[src/rtl/slice_cfg_sched_pkg.sv]
// Shared types and constants for the TDMA slice configuration scheduler.
package slice_cfg_sched_pkg;

  localparam int SLICE_IDX_W = 2;
  localparam int CNT_W       = 25;

  typedef enum logic [1:0] {
    IDLE       = 2'd0,
    WAIT_EPOCH = 2'd1,
    APPLY      = 2'd2
  } state_t;

  // 'stop' holds the window end; 'end' is a reserved word.
  typedef struct packed {
    logic [CNT_W-1:0] total;
    logic [CNT_W-1:0] start;
    logic [CNT_W-1:0] stop;
  } slice_cfg_t;

endpackage

[src/rtl/slice_shadow_table.sv]
// Four-entry shadow register file with per-entry dirty bits and write validation.
module slice_shadow_table
  import slice_cfg_sched_pkg::*;
(
  input  logic                   clk,
  input  logic                   rst,
  input  logic                   wr_en,
  input  logic [SLICE_IDX_W-1:0] wr_idx,
  input  slice_cfg_t             wr_cfg,
  output logic                   wr_ok,
  input  logic                   clr_en,
  input  logic [SLICE_IDX_W-1:0] clr_idx,
  input  logic [SLICE_IDX_W-1:0] rd_idx,
  output slice_cfg_t             rd_cfg,
  output logic [3:0]             dirty
);

  slice_cfg_t tbl [4];

  assign wr_ok  = (wr_cfg.start <= wr_cfg.stop) && (wr_cfg.stop <= wr_cfg.total);
  assign rd_cfg = tbl[rd_idx];

  always_ff @(posedge clk) begin
    if (rst) begin
      for (int i = 0; i < 4; i++) tbl[i] <= '0;
      dirty <= '0;
    end else begin
      if (clr_en) dirty[clr_idx] <= 1'b0;
      if (wr_en && wr_ok) begin
        tbl[wr_idx]   <= wr_cfg;
        dirty[wr_idx] <= 1'b1;
      end
    end
  end

endmodule

[src/rtl/slice_cfg_sched.sv]
// Commits buffered slice updates to the TDMA generator on the next cycle boundary.
module slice_cfg_sched #(
  parameter int               NUM_SLICE = 4,
  parameter int               CNT_W     = 25,
  parameter int               TMO_W     = 24,
  parameter logic [TMO_W-1:0] EPOCH_TMO = 24'd10000000
) (
  input  logic             clk,
  input  logic             rst,
  input  logic             cfg_wr_valid,
  output logic             cfg_wr_ready,
  input  logic [1:0]       cfg_wr_idx,
  input  logic [CNT_W-1:0] cfg_wr_total,
  input  logic [CNT_W-1:0] cfg_wr_start,
  input  logic [CNT_W-1:0] cfg_wr_end,
  input  logic             commit_req,
  input  logic             epoch_pulse,
  output logic             commit_busy,
  output logic             commit_done,
  output logic             cfg_err,
  output logic             tmo_flag,
  input  logic             err_clr,
  output logic             slv_reg_wren_signal,
  output logic [1:0]       count_total_slice_idx,
  output logic [1:0]       count_start_slice_idx,
  output logic [1:0]       count_end_slice_idx,
  output logic [CNT_W-1:0] count_total,
  output logic [CNT_W-1:0] count_start,
  output logic [CNT_W-1:0] count_end
);
  import slice_cfg_sched_pkg::*;

  localparam logic [TMO_W-1:0] TMO_LAST  = EPOCH_TMO - 1'b1;
  localparam logic [1:0]       LAST_SLOT = 2'(NUM_SLICE - 1);

  state_t               state, state_nxt;
  logic [1:0]           ptr;
  logic [TMO_W-1:0]     tmo_cnt;
  logic [NUM_SLICE-1:0] dirty;
  logic                 wr_fire, wr_ok;
  logic                 ld_en, done_nxt, tmo_set;
  logic [1:0]           ld_idx;
  slice_cfg_t           wr_cfg, ld_cfg;

  assign wr_fire = cfg_wr_valid && cfg_wr_ready;
  assign wr_cfg  = '{total: cfg_wr_total, start: cfg_wr_start, stop: cfg_wr_end};

  slice_shadow_table u_shadow (
    .clk    (clk),
    .rst    (rst),
    .wr_en  (wr_fire),
    .wr_idx (cfg_wr_idx),
    .wr_cfg (wr_cfg),
    .wr_ok  (wr_ok),
    .clr_en (ld_en && dirty[ld_idx]),
    .clr_idx(ld_idx),
    .rd_idx (ld_idx),
    .rd_cfg (ld_cfg),
    .dirty  (dirty)
  );

  // The slot shown in a given APPLY cycle is loaded one cycle earlier, so
  // every generator-facing output comes straight from a flop.
  always_comb begin
    state_nxt = state;
    ld_en     = 1'b0;
    ld_idx    = ptr + 2'd1;
    done_nxt  = 1'b0;
    tmo_set   = 1'b0;
    case (state)
      IDLE: begin
        if (commit_req) begin
          if ((|dirty) || (wr_fire && wr_ok)) state_nxt = WAIT_EPOCH;
          else                                done_nxt  = 1'b1;
        end
      end
      WAIT_EPOCH: begin
        if (epoch_pulse || (tmo_cnt == TMO_LAST)) begin
          state_nxt = APPLY;
          ld_en     = 1'b1;
          ld_idx    = 2'd0;
          tmo_set   = !epoch_pulse;
        end
      end
      APPLY: begin
        if (ptr == LAST_SLOT) begin
          state_nxt = IDLE;
          done_nxt  = 1'b1;
        end else begin
          ld_en = 1'b1;
        end
      end
      default: state_nxt = IDLE;
    endcase
  end

  always_ff @(posedge clk) begin
    if (rst) begin
      state                 <= IDLE;
      ptr                   <= '0;
      tmo_cnt               <= '0;
      cfg_wr_ready          <= 1'b1;
      commit_busy           <= 1'b0;
      commit_done           <= 1'b0;
      cfg_err               <= 1'b0;
      tmo_flag              <= 1'b0;
      slv_reg_wren_signal   <= 1'b0;
      count_total_slice_idx <= '0;
      count_start_slice_idx <= '0;
      count_end_slice_idx   <= '0;
      count_total           <= '0;
      count_start           <= '0;
      count_end             <= '0;
    end else begin
      state        <= state_nxt;
      ptr          <= ld_en ? ld_idx : 2'd0;
      cfg_wr_ready <= (state_nxt == IDLE);
      commit_busy  <= (state_nxt != IDLE);
      commit_done  <= done_nxt;
      cfg_err      <= (wr_fire && !wr_ok) || (cfg_err && !err_clr);
      tmo_flag     <= tmo_set || (tmo_flag && !err_clr);

      if ((state == WAIT_EPOCH) && (state_nxt == WAIT_EPOCH))
        tmo_cnt <= (tmo_cnt == '1) ? tmo_cnt : tmo_cnt + 1'b1;
      else
        tmo_cnt <= '0;

      if (ld_en && dirty[ld_idx]) begin
        slv_reg_wren_signal   <= 1'b1;
        count_total_slice_idx <= ld_idx;
        count_start_slice_idx <= ld_idx;
        count_end_slice_idx   <= ld_idx;
        count_total           <= ld_cfg.total;
        count_start           <= ld_cfg.start;
        count_end             <= ld_cfg.stop;
      end else begin
        slv_reg_wren_signal   <= 1'b0;
        count_total_slice_idx <= '0;
        count_start_slice_idx <= '0;
        count_end_slice_idx   <= '0;
        count_total           <= '0;
        count_start           <= '0;
        count_end             <= '0;
      end
    end
  end

endmodule

[config.mk]
export PLATFORM = sky130hd
export DESIGN_NAME = slice_cfg_sched
export DESIGN_NICKNAME = d
export VERILOG_FILES = /design/src/rtl/slice_cfg_sched_pkg.sv /design/src/rtl/slice_shadow_table.sv /design/src/rtl/slice_cfg_sched.sv
export SDC_FILE = /design/constraint.sdc
export NUM_CORES = 1
export LEC_CHECK = 0
export ABC_CLOCK_PERIOD_IN_PS = 9200
export CAP_MARGIN = 10
export CORE_ASPECT_RATIO = 1.4
export CORE_MARGIN = 2
export CORE_UTILIZATION = 35
export CTS_CLUSTER_SIZE = 8
export DETAILED_ROUTE_END_ITERATION = 7
export PLACE_DENSITY_LB_ADDON = 0.1
export SYNTH_ARGS = -nofsm -noshare
export SYNTH_HDL_FRONTEND = slang
export SYNTH_HIERARCHICAL = 1
export SYNTH_SLANG_ARGS = --single-unit
[constraint.sdc]
create_clock -name clk -period 9.2 [get_ports clk]
set_input_delay 1.84 -clock clk [delete_from_list [all_inputs] [get_ports clk]]
set_output_delay 1.84 -clock clk [all_outputs]
set_load 0.005 [all_outputs]
### Word level (Yosys, flattened, before mapping)

Memories as Yosys holds them, arrays and structs flattened. A register that Yosys moved wholly into a read port is not among the register bits.
Index checks and enable logic that the tools add are counted.

| word-level totals | value |
|---|---|
| bits in writable memories | 300 |
| bits in latches | 0 |
| register bits after elaboration | 40 |
| bits in read-only memories | 0 |
| memories kept | 1 |
| output and inout bits | 87 |
| bits of input ports | 83 |

Memory list:

| memory | words | width | rd ports | clocked after Yosys merged registers in | wr ports | RTL line | text |
|---|---|---|---|---|---|---|---|
| u_shadow.tbl | 4 | 75 | 1 | 1 | 4 | slice_shadow_table.sv:18 | `slice_cfg_t tbl [4];` |

| cells by class | value |
|---|---|
| bitwise logic cells | 6 |
| shift operators | 0 |
| $mul | 0 |
| add/sub/neg operators | 2 |
| order comparisons | 6 |
| eq/ne operators | 6 |
| muxes and demuxes | 34 |
| div/mod/pow operators | 0 |
| reduce and logical (&&, ||, !) cells | 25 |

Operators with widths:

| kind | count |
|---|---|
| $mux 75 | 1 |
| $reduce_or 75->1 | 1 |
| $le 25x25->1 | 2 |
| $eq 24x24->1 const B | 2 |
| $add 24x1->24 const B | 1 |
| $mux 1 | 17 |
| $mux 2 | 7 |
| $mux 4 | 3 |
| $logic_and 1x1->1 | 10 |
| $lt 2x3->1 const B | 2 |
| $pmux 2 s3 | 1 |
| $reduce_or 2->1 | 3 |
| $and 4x4->4 | 1 |
| $demux 1 s2 | 2 |
| $eq 2x1->1 const B | 2 |
| $eq 2x2->1 const B | 2 |
| $ge 2x1->1 const B | 2 |
| $logic_not 2->1 | 2 |
| $logic_or 1x1->1 | 4 |
| $not 4->4 | 1 |
| $or 4x4->4 | 1 |
| $pmux 1 s2 | 2 |
| $reduce_or 4->1 | 1 |
| $logic_not 1->1 | 3 |
| 4 further kinds | 6 |

### Depth between registers and ports, before layout

Gate-level depths: netlist of run 1.

| logic depth | value |
|---|---|
| word-level depth | 14 |
| mapped depth | 19 |
| gate-level depth less buffers | 14 |

### Hierarchy

Netlist of run 1, hierarchy kept.

Modules (own cells, without submodules):

| module | seq. area each (µm²) | cells an instance | area each (µm²) | instances |
|---|---|---|---|---|
| slice_shadow_table | 9088.7 | 1044 | 14269.9 | 1 |
| slice_cfg_sched | 2222.1 | 401 | 3976.3 | 1 |

### Worst setup path after synthesis of run 1

Ideal clock, no wire load.

| path | value |
|---|---|
| path type | input to register |
| from | input cfg_wr_total[6] |
| to | memory u_shadow/tbl[2][0] (netlist bit), enable pin |
| slack | -413 ps |
| library setup time | 620 ps |
| required time | 8580 ps |
| stages on the path | 10 |
| arrival time | 8993 ps |
| cells stage by stage | inv_1 -> ha_1 -> a211oi_2 -> nor2_1 -> or4_1 -> a31oi_1 -> o22ai_2 -> buf_4 -> buf_6 -> o31ai_1 |

RTL lines:

| item | RTL line | text |
|---|---|---|
| start: declaration | slice_cfg_sched.sv:13 | `input logic [CNT_W-1:0] cfg_wr_total,` |
| end: declaration | slice_shadow_table.sv:18 |  |

==> impl_metrics.json, run 1 <==
{
  "outcome": "finished clean",
  "numCtsBuffers": 57,
  "clock_latency_ps": 610,
  "fin_nets": 1715,
  "clkTransAtPathRegs_ps": 50,
  "cts_tree": "yes",
  "power_mw": 4.522,
  "dr.pass1.iters": 7,
  "ctsHoldBuffers": 0,
  "cts_buffer_depth": 3,
  "wl_met3_um": 2938,
  "hold_start": "cfg_err$_SDFF_PP0_",
  "io_pins": 170,
  "synth_edf_count": 300,
  "setup_viol": 0,
  "wl_per_cell_um": 23.22,
  "grt_max_degree": 241,
  "min_period_ps": 5901,
  "dieHeight_um": 274.2,
  "worst_slew_pin_slew_ps": 1160,
  "hold_viol_final": 0,
  "drc_errors": 0,
  "worstSetupPathType": "input port to flop",
  "fin_area_um2": 22130,
  "hold_depth": 2,
  "placed_area_um2": 20480,
  "powerDensity_nw_per_um2": 204.3,
  "endpoint_kind": "flop",
  "drtIter0Drc": 703,
  "rr_endpoint": "count_start[16]$_SDFF_PP0_",
  "crit_path_max_fanout": 240,
  "grtUsageTotal_pct": 19.89,
  "grt-ovfl-total": 0,
  "yosys_warnings": 6,
  "layout-area-overhead-vs-synth_pct": 21.30,
  "yosysUniqueCellTypes": 59,
  "min_delay_worst_endpoint": "cfg_err$_SDFF_PP0_",
  "met2WireLength_um": 26220,
  "ys_ff_latch": 415,
  "hold_class": "flop to flop",
  "skew_ps": 17.09,
  "reg2reg_from": "state[1]$_SDFF_PP0_",
  "syn_area_um2": 18250,
  "drv_slew": 0,
  "wirelength_um": 52870,
  "synth_ff_type": "edfxtp_1",
  "vias": 12170,
  "peakVddDrop_mv": 0.1374,
  "cp.required_ps": 9500,
  "ctsRootBufferMaster": "clkbuf_16",
  "r2r_slack_ps": 5530,
  "synth_nets": 1584,
  "yosysTopAreaCell": "edfxtp_1",
  "portBuffers": 169,
  "die_w_um": 197.0,
  "drv_cap": 0,
  "clock-sinks": 415,
  "viasPerCell": 5.347,
  "period_share_pct": 64.15,
  "first_global_vias": 12810,
  "yosysTopAreaCellShare_pct": 49.37,
  "ctsResizeCount": 0,
  "cts_setup_buffers": 0,
  "ys_seq_area_share_pct": 61.99,
  "drtAntennaViolNets": 0,
  "relSlewSlack_pct": 22.68,
  "rsz0062_at_grt": "no",
  "antenna_cells": 0,
  "dieArea_um2": 54000,
  "critical_path.startpoint_type": "input port",
  "drive_above_1_share_pct": 10.92,
  "reg2reg_depth": 9,
  "initial_core_util_pct": 35.24,
  "p_leak_nw": 7.913,
  "fmax_ghz": 0.1695,
  "cts-htree-levels": 2,
  "critPathArrivalTime_ps": 6200,
  "antenna_found_initial": 1,
  "syn_inst": 1445,
  "grt_pass1_wl_um": 79730,
  "synthTopCellsByArea": "edfxtp_1, dfxtp_1, mux4_2",
  "core_um2": 51780,
  "gp_congestion": 0.7909,
  "async_flop_share_pct": 0,
  "wl_met1_um": 22140,
  "rows": 99,
  "fin_setup_tns_ps": 0,
  "avgSynthCellArea_um2": 12.63,
  "topRoutingLayerUsed": "met5",
  "hpwl_um": 32020
}
## registers in the layout, indices dropped and copies added (netlist names), 4 cells and up
| signal | flops |
|---|---|
| u_shadow/tbl | 300 |
| count_end | 25 |
| count_start | 25 |
| count_total | 25 |
| tmo_cnt | 24 |
| u_shadow/dirty | 4 |
## cell usage after synthesis, types with 7 or more instances
cell      instances
a21oi_1          34
and3_1           78
buf_2            35
buf_6             7
clkbuf_1         63
dfxtp_1         115
edfxtp_1        300
ha_1             56
inv_1            61
mux4_2           75
nand2_1         106
nand2b_1          7
nand3_1          18
nand4_1          17
nor2_1          114
nor3_1          232
nor4_1            7
o21ai_0          16
o31ai_1          12
or3_1             7
or4_1             7
xnor2_1          11
## cell usage in the layout (no fill, tap or decap), types with 3 or more instances in the layout
| master | Yosys | routed |
|---|---|---|
| and3_1 | 78 | 78 |
| nand4_1 | 17 | 17 |
| buf_4 | 5 | 15 |
| mux4_2 | 75 | 75 |
| clkbuf_16 | 0 | 58 |
| buf_12 | 0 | 3 |
| edfxtp_1 | 300 | 300 |
| o31ai_4 | 0 | 3 |
| a211oi_1 | 3 | 3 |
| inv_1 | 61 | 61 |
| nand2b_1 | 7 | 5 |
| or2_2 | 3 | 3 |
| or3_1 | 7 | 7 |
| nand3_1 | 18 | 18 |
| ha_1 | 56 | 56 |
| nor3_1 | 232 | 232 |
| nor2b_1 | 4 | 3 |
| o31ai_1 | 12 | 9 |
| a21o_1 | 6 | 6 |
| dfxtp_1 | 115 | 115 |
| o21ai_0 | 16 | 15 |
| or4_1 | 7 | 6 |
| a21oi_1 | 34 | 34 |
| nor2_1 | 114 | 112 |
| nand2_1 | 106 | 106 |
| and2_1 | 5 | 5 |
| clkbuf_1 | 63 | 44 |
| clkdlybuf4s50_1 | 0 | 169 |
| xnor2_1 | 11 | 11 |
| nor4_1 | 7 | 7 |
## per-layer routing
metal | vias to the layer above | track usage, %
li1 | 5627 | -
met1 | 6068 | 25.44
met2 | 388 | 33.84
met3 | 89 | 3.715
met4 | 2 | 6.905
met5 | - | 0
## through the flow
step | util, % | instances | setup slack, ps | hold slack (ps)
final | 42.75 | 2277 | 3299 | 466.7
after global routing | 42.75 | 2277 | 3009 | 504.4
after CTS | 42.75 | 2277 | 3418 | 470.6
after detailed placement | 39.55 | 2173 | 2732 | 461.9
after global placement | 39.55 | 2173 | 2840 | 464.7
after floorplan | - | 1445 | -413.1 | 458.8
## area by class of cell
cell class / count / area [um^2]
Clock buffer: 102 / 1617
Clock inverter: 2 / 36.28
Fill cell: 4901 / 29640
Inverter: 62 / 232.7
Multi-Input combinational cell: 853 / 6251
Sequential cell: 415 / 11310
Tap cell: 656 / 820.8
Timing Repair Buffer: 187 / 1864
## worst max path at each step
| stage | end | slack, ps | start | cells after the start |
|---|---|---|---|---|
| 3_3_place_gp | u_shadow/tbl[2][72]$_SDFFCE_PN0P_ | 2840 | cfg_wr_end[20] | 12 |
| 2_1_floorplan | u_shadow/tbl[2][0]$_SDFFCE_PN0P_ | -410 | cfg_wr_total[6] | 10 |
| 3_5_place_dp | u_shadow/tbl[2][72]$_SDFFCE_PN0P_ | 2730 | cfg_wr_end[19] | 12 |
| 5_1_grt | u_shadow/tbl[0][66]$_SDFFCE_PN0P_ | 3010 | cfg_wr_end[19] | 12 |
| 6_report | u_shadow/tbl[2][65]$_SDFFCE_PN0P_ | 3300 | cfg_wr_end[19] | 12 |
| 4_1_cts | u_shadow/tbl[2][72]$_SDFFCE_PN0P_ | 3420 | cfg_wr_end[19] | 12 |
## logic make-up (layout without fill, tap and decap cells)
kind of cell             after synthesis  in the layout  synth area share [%]
AO/OA/AOI/OAI                         90             90                 3.141
XOR/XNOR                              13             13                0.6240
adder cells (fa/ha/maj)               56             56                 3.840
buffers and inverters                177            353                 4.272
flip-flops                           415            415                 61.99
multiplexers                          78             78                 9.429
AND/OR/NAND/NOR                      616            616                 16.70
## power by group
group          switching, mW  internal, mW  leakage, nW  total [mW]
clock                  0.791          1.17        0.783        1.96
sequential            0.0208          2.09         4.04        2.11
combinational          0.296         0.153         3.09       0.449
total                   1.11          3.41         7.91        4.52
## worst max-delay path, cell delays in order
cell and delay [ps]:
clkdlybuf4s50_1 690, inv_1 80, ha_1 300, nand4_1 200, nor4_1 410, nand2_1 120
o21ai_0 150, nor3_1 120, o22ai_4 490, buf_4 640, buf_12 650, nor3_1 160
Power figures use the tool's default switching activity.
==> run 2, diff against run 1 <==
ABC_CLOCK_PERIOD_IN_PS = 5650   (was 9200)
clock period = 5.65 ns   (was 9.2 ns; I/O delays follow)
==> run 2 against run 1 <==
Final cell count up 0.35%. Clock-buffer cell count unchanged. Core utilization up 0.23 points. Total power up 63%. Global-route usage up 0.30 points. Clock skew up 2.1 ps. Register-to-register slack worse by 3200 ps. Largest cell class unchanged. Clock power up 62%. Worst setup slack worse by 2000 ps. Via count up 0.92%.
==> impl_metrics.json, run 2 (same netlist as run 1, synthesis figures left out) <==
{
  "cts_setup_buffers": 0,
  "dieArea_um2": 54000,
  "setup_viol": 0,
  "dieHeight_um": 274.2,
  "fin_setup_tns_ps": 0,
  "vias": 12290,
  "fmax_ghz": 0.2288,
  "clock_latency_ps": 600,
  "dr.pass1.iters": 5,
  "drive_above_1_share_pct": 11.30,
  "hold_class": "flop to flop",
  "endpoint_kind": "flop",
  "clkTransAtPathRegs_ps": 50,
  "hpwl_um": 33110,
  "rsz0062_at_grt": "no",
  "top_register": "u_shadow/tbl",
  "placed_area_um2": 20610,
  "ctsRootBufferMaster": "clkbuf_16",
  "p_clk_share_pct": 43.1,
  "grt_max_degree": 203,
  "largest_reg_flops": 300,
  "multi_input_area_um2": 6246,
  "final_cell_mix": "edfxtp_1, nor3_1, clkdlybuf4s50_1, dfxtp_1, nor2_1",
  "cts_buffer_depth": 3,
  "first_global_vias": 12680,
  "cts-htree-levels": 2,
  "wl_per_cell_um": 23.72,
  "layout-area-overhead-vs-synth_pct": 21.95,
  "fin_nets": 1722,
  "grt-ovfl-total": 0,
  "p_sw_share_pct": 24.72,
  "clock-sinks": 415,
  "cts_tree": "yes",
  "viasPerCell": 5.377,
  "comb_power_share_pct": 10.3,
  "p_int_mw": 5.543,
  "drv_slew": 0,
  "relSlewSlack_pct": 32.70,
  "cp.required_ps": 6190,
  "io_pins": 170,
  "drc_errors": 0,
  "fillCellCount": 4854,
  "core_um2": 51780,
  "antenna_found_initial": 2,
  "initial_core_util_pct": 35.24,
  "fin_area_um2": 22250,
  "p_leak_nw": 7.972,
  "numCtsBuffers": 57,
  "powerDensity_nw_per_um2": 330.9,
  "final_common_cell": "edfxtp_1",
  "crit_path_max_fanout": 24,
  "critPathArrivalTime_ps": 4910,
  "drtIter0Drc": 827,
  "drv_cap": 0,
  "min_period_ps": 4371,
  "rows": 99,
  "ctsResizeCount": 0,
  "power_mw": 7.364,
  "critical_path.startpoint_type": "input port",
  "period_share_pct": 77.36,
  "peakVddDrop_mv": 0.2140,
  "grtUsageTotal_pct": 20.19,
  "worst_slew_pin_slew_ps": 1010,
  "grt_pass1_wl_um": 80600,
  "worstSetupPathType": "input port to flop",
  "p_switching_mw": 1.821,
  "skew_ps": 19.14,
  "pwr-share-seq_pct": 46.6,
  "hold_viol_final": 0,
  "drtAntennaViolNets": 0,
  "regArea_um2": 11310,
  "gp_congestion": 0.8243,
  "ctsHoldBuffers": 0,
  "outcome": "finished clean",
  "portBuffers": 169,
  "die_w_um": 197.0,
  "wirelength_um": 54200,
  "antenna_cells": 0
}
==> run 2: cell count changes in the layout (fill, tap and decap cells not counted), sizes merged <==
cell / change
buf: +7
clkinv: +1
==> run 2: worst paths after layout <==
kind | startpoint | to | slack, ps | cells past startpoint
worst max register to register | tmo_cnt[0]$_SDFFE_PP0P_ | count_start[24]$_SDFF_PP0_ | 2380 | 7
worst min-delay path | cfg_err$_SDFF_PP0_ | cfg_err$_SDFF_PP0_ | 480 | 2
worst min register to register | cfg_err$_SDFF_PP0_ | cfg_err$_SDFF_PP0_ | 480 | 2
worst max-delay path | cfg_wr_end[7] | tmo_cnt[23]$_SDFFE_PP0P_ | 1280 | 16
==> run 2: metal layers <==
metal	up-vias	wire length (um)	share of wire (%)	GRT usage (%)
li1	5659	-	-	-
met1	6175	22780	42	25.75
met2	352	26750	49	34.61
met3	96	2983	5.5	3.592
met4	4	1670	3.1	6.886
met5	-	24	0.044	0
==> run 2: power groups by stage <==
stage	Combinational, mW	Sequential, mW	Clock, mW
after CTS	0.768	3.43	3.27
after global placement	0.762	3.49	0
after floorplan	0.470	3.49	0
after global routing	0.820	3.44	3.38
after detailed placement	0.766	3.49	0
final	0.755	3.43	3.18
==> run 2: critical path, cell delays in order <==
cell	delay, ps
clkdlybuf4s50_1	740
inv_1	90
ha_1	350
a21oi_1	150
a21boi_0	100
o31ai_1	220
o21ai_0	120
nor3_1	450
o22ai_4	210
inv_1	120
nand3_1	100
a21oi_1	150
o21ai_0	100
or3_1	360
buf_4	230
o21ba_2	250
==> run 2: final cells by class <==
class,count,share of cell area (%)
clock buffers,102,7.169
multi-input cells,853,28.07
repair buffers,194,9.008
flip-flops and latches,415,50.83
clock inverters,3,0.1856
well taps,656,3.689
inverters,62,1.046
==> run 2: per-stage QoR <==
step / instances / hold WS [ps] / utilization, % / setup slack (ps)
after detailed placement: 2180 / 469.9 / 39.81 / 686.6
final: 2285 / 479.1 / 42.98 / 1279
after global routing: 2285 / 502.6 / 42.98 / 1035
after CTS: 2285 / 478.3 / 42.98 / 1322
after floorplan: 1445 / 458.8 / - / -902.3
after global placement: 2180 / 471.4 / 39.81 / 710.8
==> run 3, diff against run 2 <==
ABC_CLOCK_PERIOD_IN_PS = 3790   (was 5650)
clock period = 3.79 ns   (was 5.65 ns; I/O delays follow)
==> run 3 against run 2 <==
Worst setup slack got worse by 990 ps. Sequential share of layout area down 2.5 points. Clock-buffer cell count grew 1. Sequential cell count stayed put. Largest power group unchanged. Highest routed layer is now met4.
==> impl_metrics.json, run 3 (same netlist as run 1, synthesis figures left out) <==
{
  "use_met3_pct": 2.964,
  "cts_buffer_depth": 3,
  "p_switching_mw": 2.789,
  "grt-ovfl-total": 0,
  "crit_chain": "clkdlybuf4s50_1, ha_2, nand4_1, nor3_1, or4_1, a31oi_1, o22ai_4, inv_1, nand3_1, a21oi_1, o21ai_0, or3_1, buf_4, a21oi_1",
  "setup_viol": 0,
  "reg2reg_depth": 10,
  "grt.busiest_layer": "met2",
  "reg2reg_from": "tmo_cnt[0]$_SDFFE_PP0P_",
  "initial_core_util_pct": 35.24,
  "grt_pass1_wl_um": 81080,
  "fmax_ghz": 0.2856,
  "hold_viol_final": 0,
  "p_int_mw": 8.471,
  "critical-path-top-delay-family": "simple AND/OR/NAND/NOR gates",
  "grtUsageTotal_pct": 20.21,
  "cpMaxStageDelayCell": "clkdlybuf4s50_1",
  "min_delay_worst_endpoint": "cfg_err$_SDFF_PP0_",
  "grt.met1_usage_pct": 26.40,
  "peakVddDrop_mv": 0.3169,
  "wirelength_um": 53690,
  "drtAntennaViolNets": 0,
  "hold_depth": 2,
  "portBuffers": 169,
  "critPathMaxStageDelay_ps": 600,
  "crit_buf_inv": 3,
  "power_mw": 11.26,
  "core_um2": 51780,
  "worstSetupPathType": "input port to flop",
  "wl_per_cell_um": 22.56,
  "multi_input_area_um2": 6304,
  "critical_path.startpoint_type": "input port",
  "die_w_um": 197.0,
  "clkTransAtPathRegs_ps": 50,
  "outcome": "finished clean",
  "period_share_pct": 92.40,
  "worst_slew_pin_slew_ps": 839.2,
  "powerDensity_nw_per_um2": 481.6,
  "crit_top_cell": "a21oi_1",
  "ctsRootBufferMaster": "clkbuf_16",
  "final_common_cell": "edfxtp_1",
  "min_period_ps": 3502,
  "cts_setup_buffers": 0,
  "skew_ps": 23.45,
  "comb_power_share_pct": 11.5,
  "dr.pass1.iters": 5,
  "dieArea_um2": 54000,
  "vias": 12450,
  "pre_cts_ws_ps": -424.8,
  "layout-area-overhead-vs-synth_pct": 28.13,
  "clock_latency_ps": 610,
  "hpwl_um": 33860,
  "endpoint_kind": "flop",
  "cp.required_ps": 4330,
  "numCtsBuffers": 58,
  "drive_above_1_share_pct": 16.57,
  "r2r_slack_ps": 980,
  "regArea_um2": 11310,
  "drc_errors": 0,
  "cts-htree-levels": 2,
  "rsz0062_at_grt": "no",
  "drv_cap": 0,
  "rr_endpoint": "u_shadow/dirty[0]$_SDFF_PP0_",
  "io_pins": 170,
  "pwr-share-seq_pct": 45.4,
  "antenna_found_initial": 1,
  "p_leak_nw": 8.541,
  "fin_ws_ps": 288.0,
  "critPathArrivalTime_ps": 4040,
  "gp_congestion": 0.8011,
  "drtIter0Drc": 725,
  "hold_start": "cfg_err$_SDFF_PP0_",
  "cts_tree": "yes",
  "relSlewSlack_pct": 43.62,
  "final_cell_mix": "edfxtp_1, nor3_1, clkdlybuf4s50_1, dfxtp_1, nor2_1",
  "grt_max_degree": 80,
  "drv_slew": 0,
  "p_clk_share_pct": 43.1,
  "p_sw_share_pct": 24.77,
  "top_register": "u_shadow/tbl",
  "first_global_vias": 13100,
  "hold_class": "flop to flop",
  "fin_nets": 1812,
  "use_met2_pct": 34.89,
  "rows": 99,
  "viasPerCell": 5.230,
  "clock-sinks": 415,
  "largest_reg_flops": 300,
  "fillCellCount": 4854,
  "whs_ps": 476.2,
  "dieHeight_um": 274.2,
  "crit_path_max_fanout": 15
}
[run 3: cell count changes in the layout (fill, tap and decap cells not counted), sizes merged]
cell / before / now
diode: 0 / 4
inv: 62 / 63
clkbuf: 102 / 103
buf: 25 / 114
[run 3: final cells by class]
type	instances	share of cell area, %
flip-flops and latches	415	48.38
multi-input cells	853	26.96
repair buffers	283	12.88
clock buffers	103	6.931
well taps	656	3.511
inverters	62	1.006
clock inverters	4	0.2890
diodes	4	0.04282
[run 3: tightest hold or removal path, cell delays in order, from the launching register on]
cell	delay, ps
dfxtp_1	310
nand2b_1	70
a21oi_1	60
[run 3: worst max path at each step]
stage               cells past startpoint                                to  slack (ps)       startpoint
global route                           14           tmo_cnt[9]$_SDFFE_PP0P_          40    cfg_wr_end[5]
floorplan                               9  u_shadow/tbl[0][0]$_SDFFCE_PN0P_        -820    cfg_wr_end[6]
CTS                                    15           tmo_cnt[1]$_SDFFE_PP0P_         230  cfg_wr_start[7]
global placement                       16          tmo_cnt[15]$_SDFFE_PP0P_        -380    cfg_wr_end[6]
detailed placement                     15           tmo_cnt[1]$_SDFFE_PP0P_        -420  cfg_wr_start[7]
finish                                 14          tmo_cnt[13]$_SDFFE_PP0P_         290    cfg_wr_end[5]
[run 3: layer usage]
metal  vias up  wire length [um]
met1      6185             22930
met5         -                 0
met4         0              1265
li1       5852                 -
met3        73              2610
met2       338             26890
[run 3: repair_timing]
| item | CTS | global route |
|---|---|---|
| gates resized for setup | 0 | 3 |
| setup endpoints to repair | 0 | 15 |
| hold buffers | 0 | 0 |
[run 3: power by group through the flow]
stage          sequential, mW  combinational (mW)  clock [mW]
2_1_floorplan            5.20               0.715           0
3_3_place_gp             5.20                1.30           0
3_5_place_dp             5.21                1.31           0
4_1_cts                  5.12                1.31        5.00
5_1_grt                  5.13                1.41        5.17
6_report                 5.12                1.29        4.85
[run 3: through the flow]
stage	instances	area (um^2)	utilization (%)	TNS [ps]
2_1_floorplan	1445	18350	-	-195480
3_3_place_gp	2269	21660	41.84	-147880
3_5_place_dp	2269	21660	41.84	-146690
4_1_cts	2376	23350	45.10	0
5_1_grt	2377	23370	45.14	0
6_report	2380	23380	45.15	0
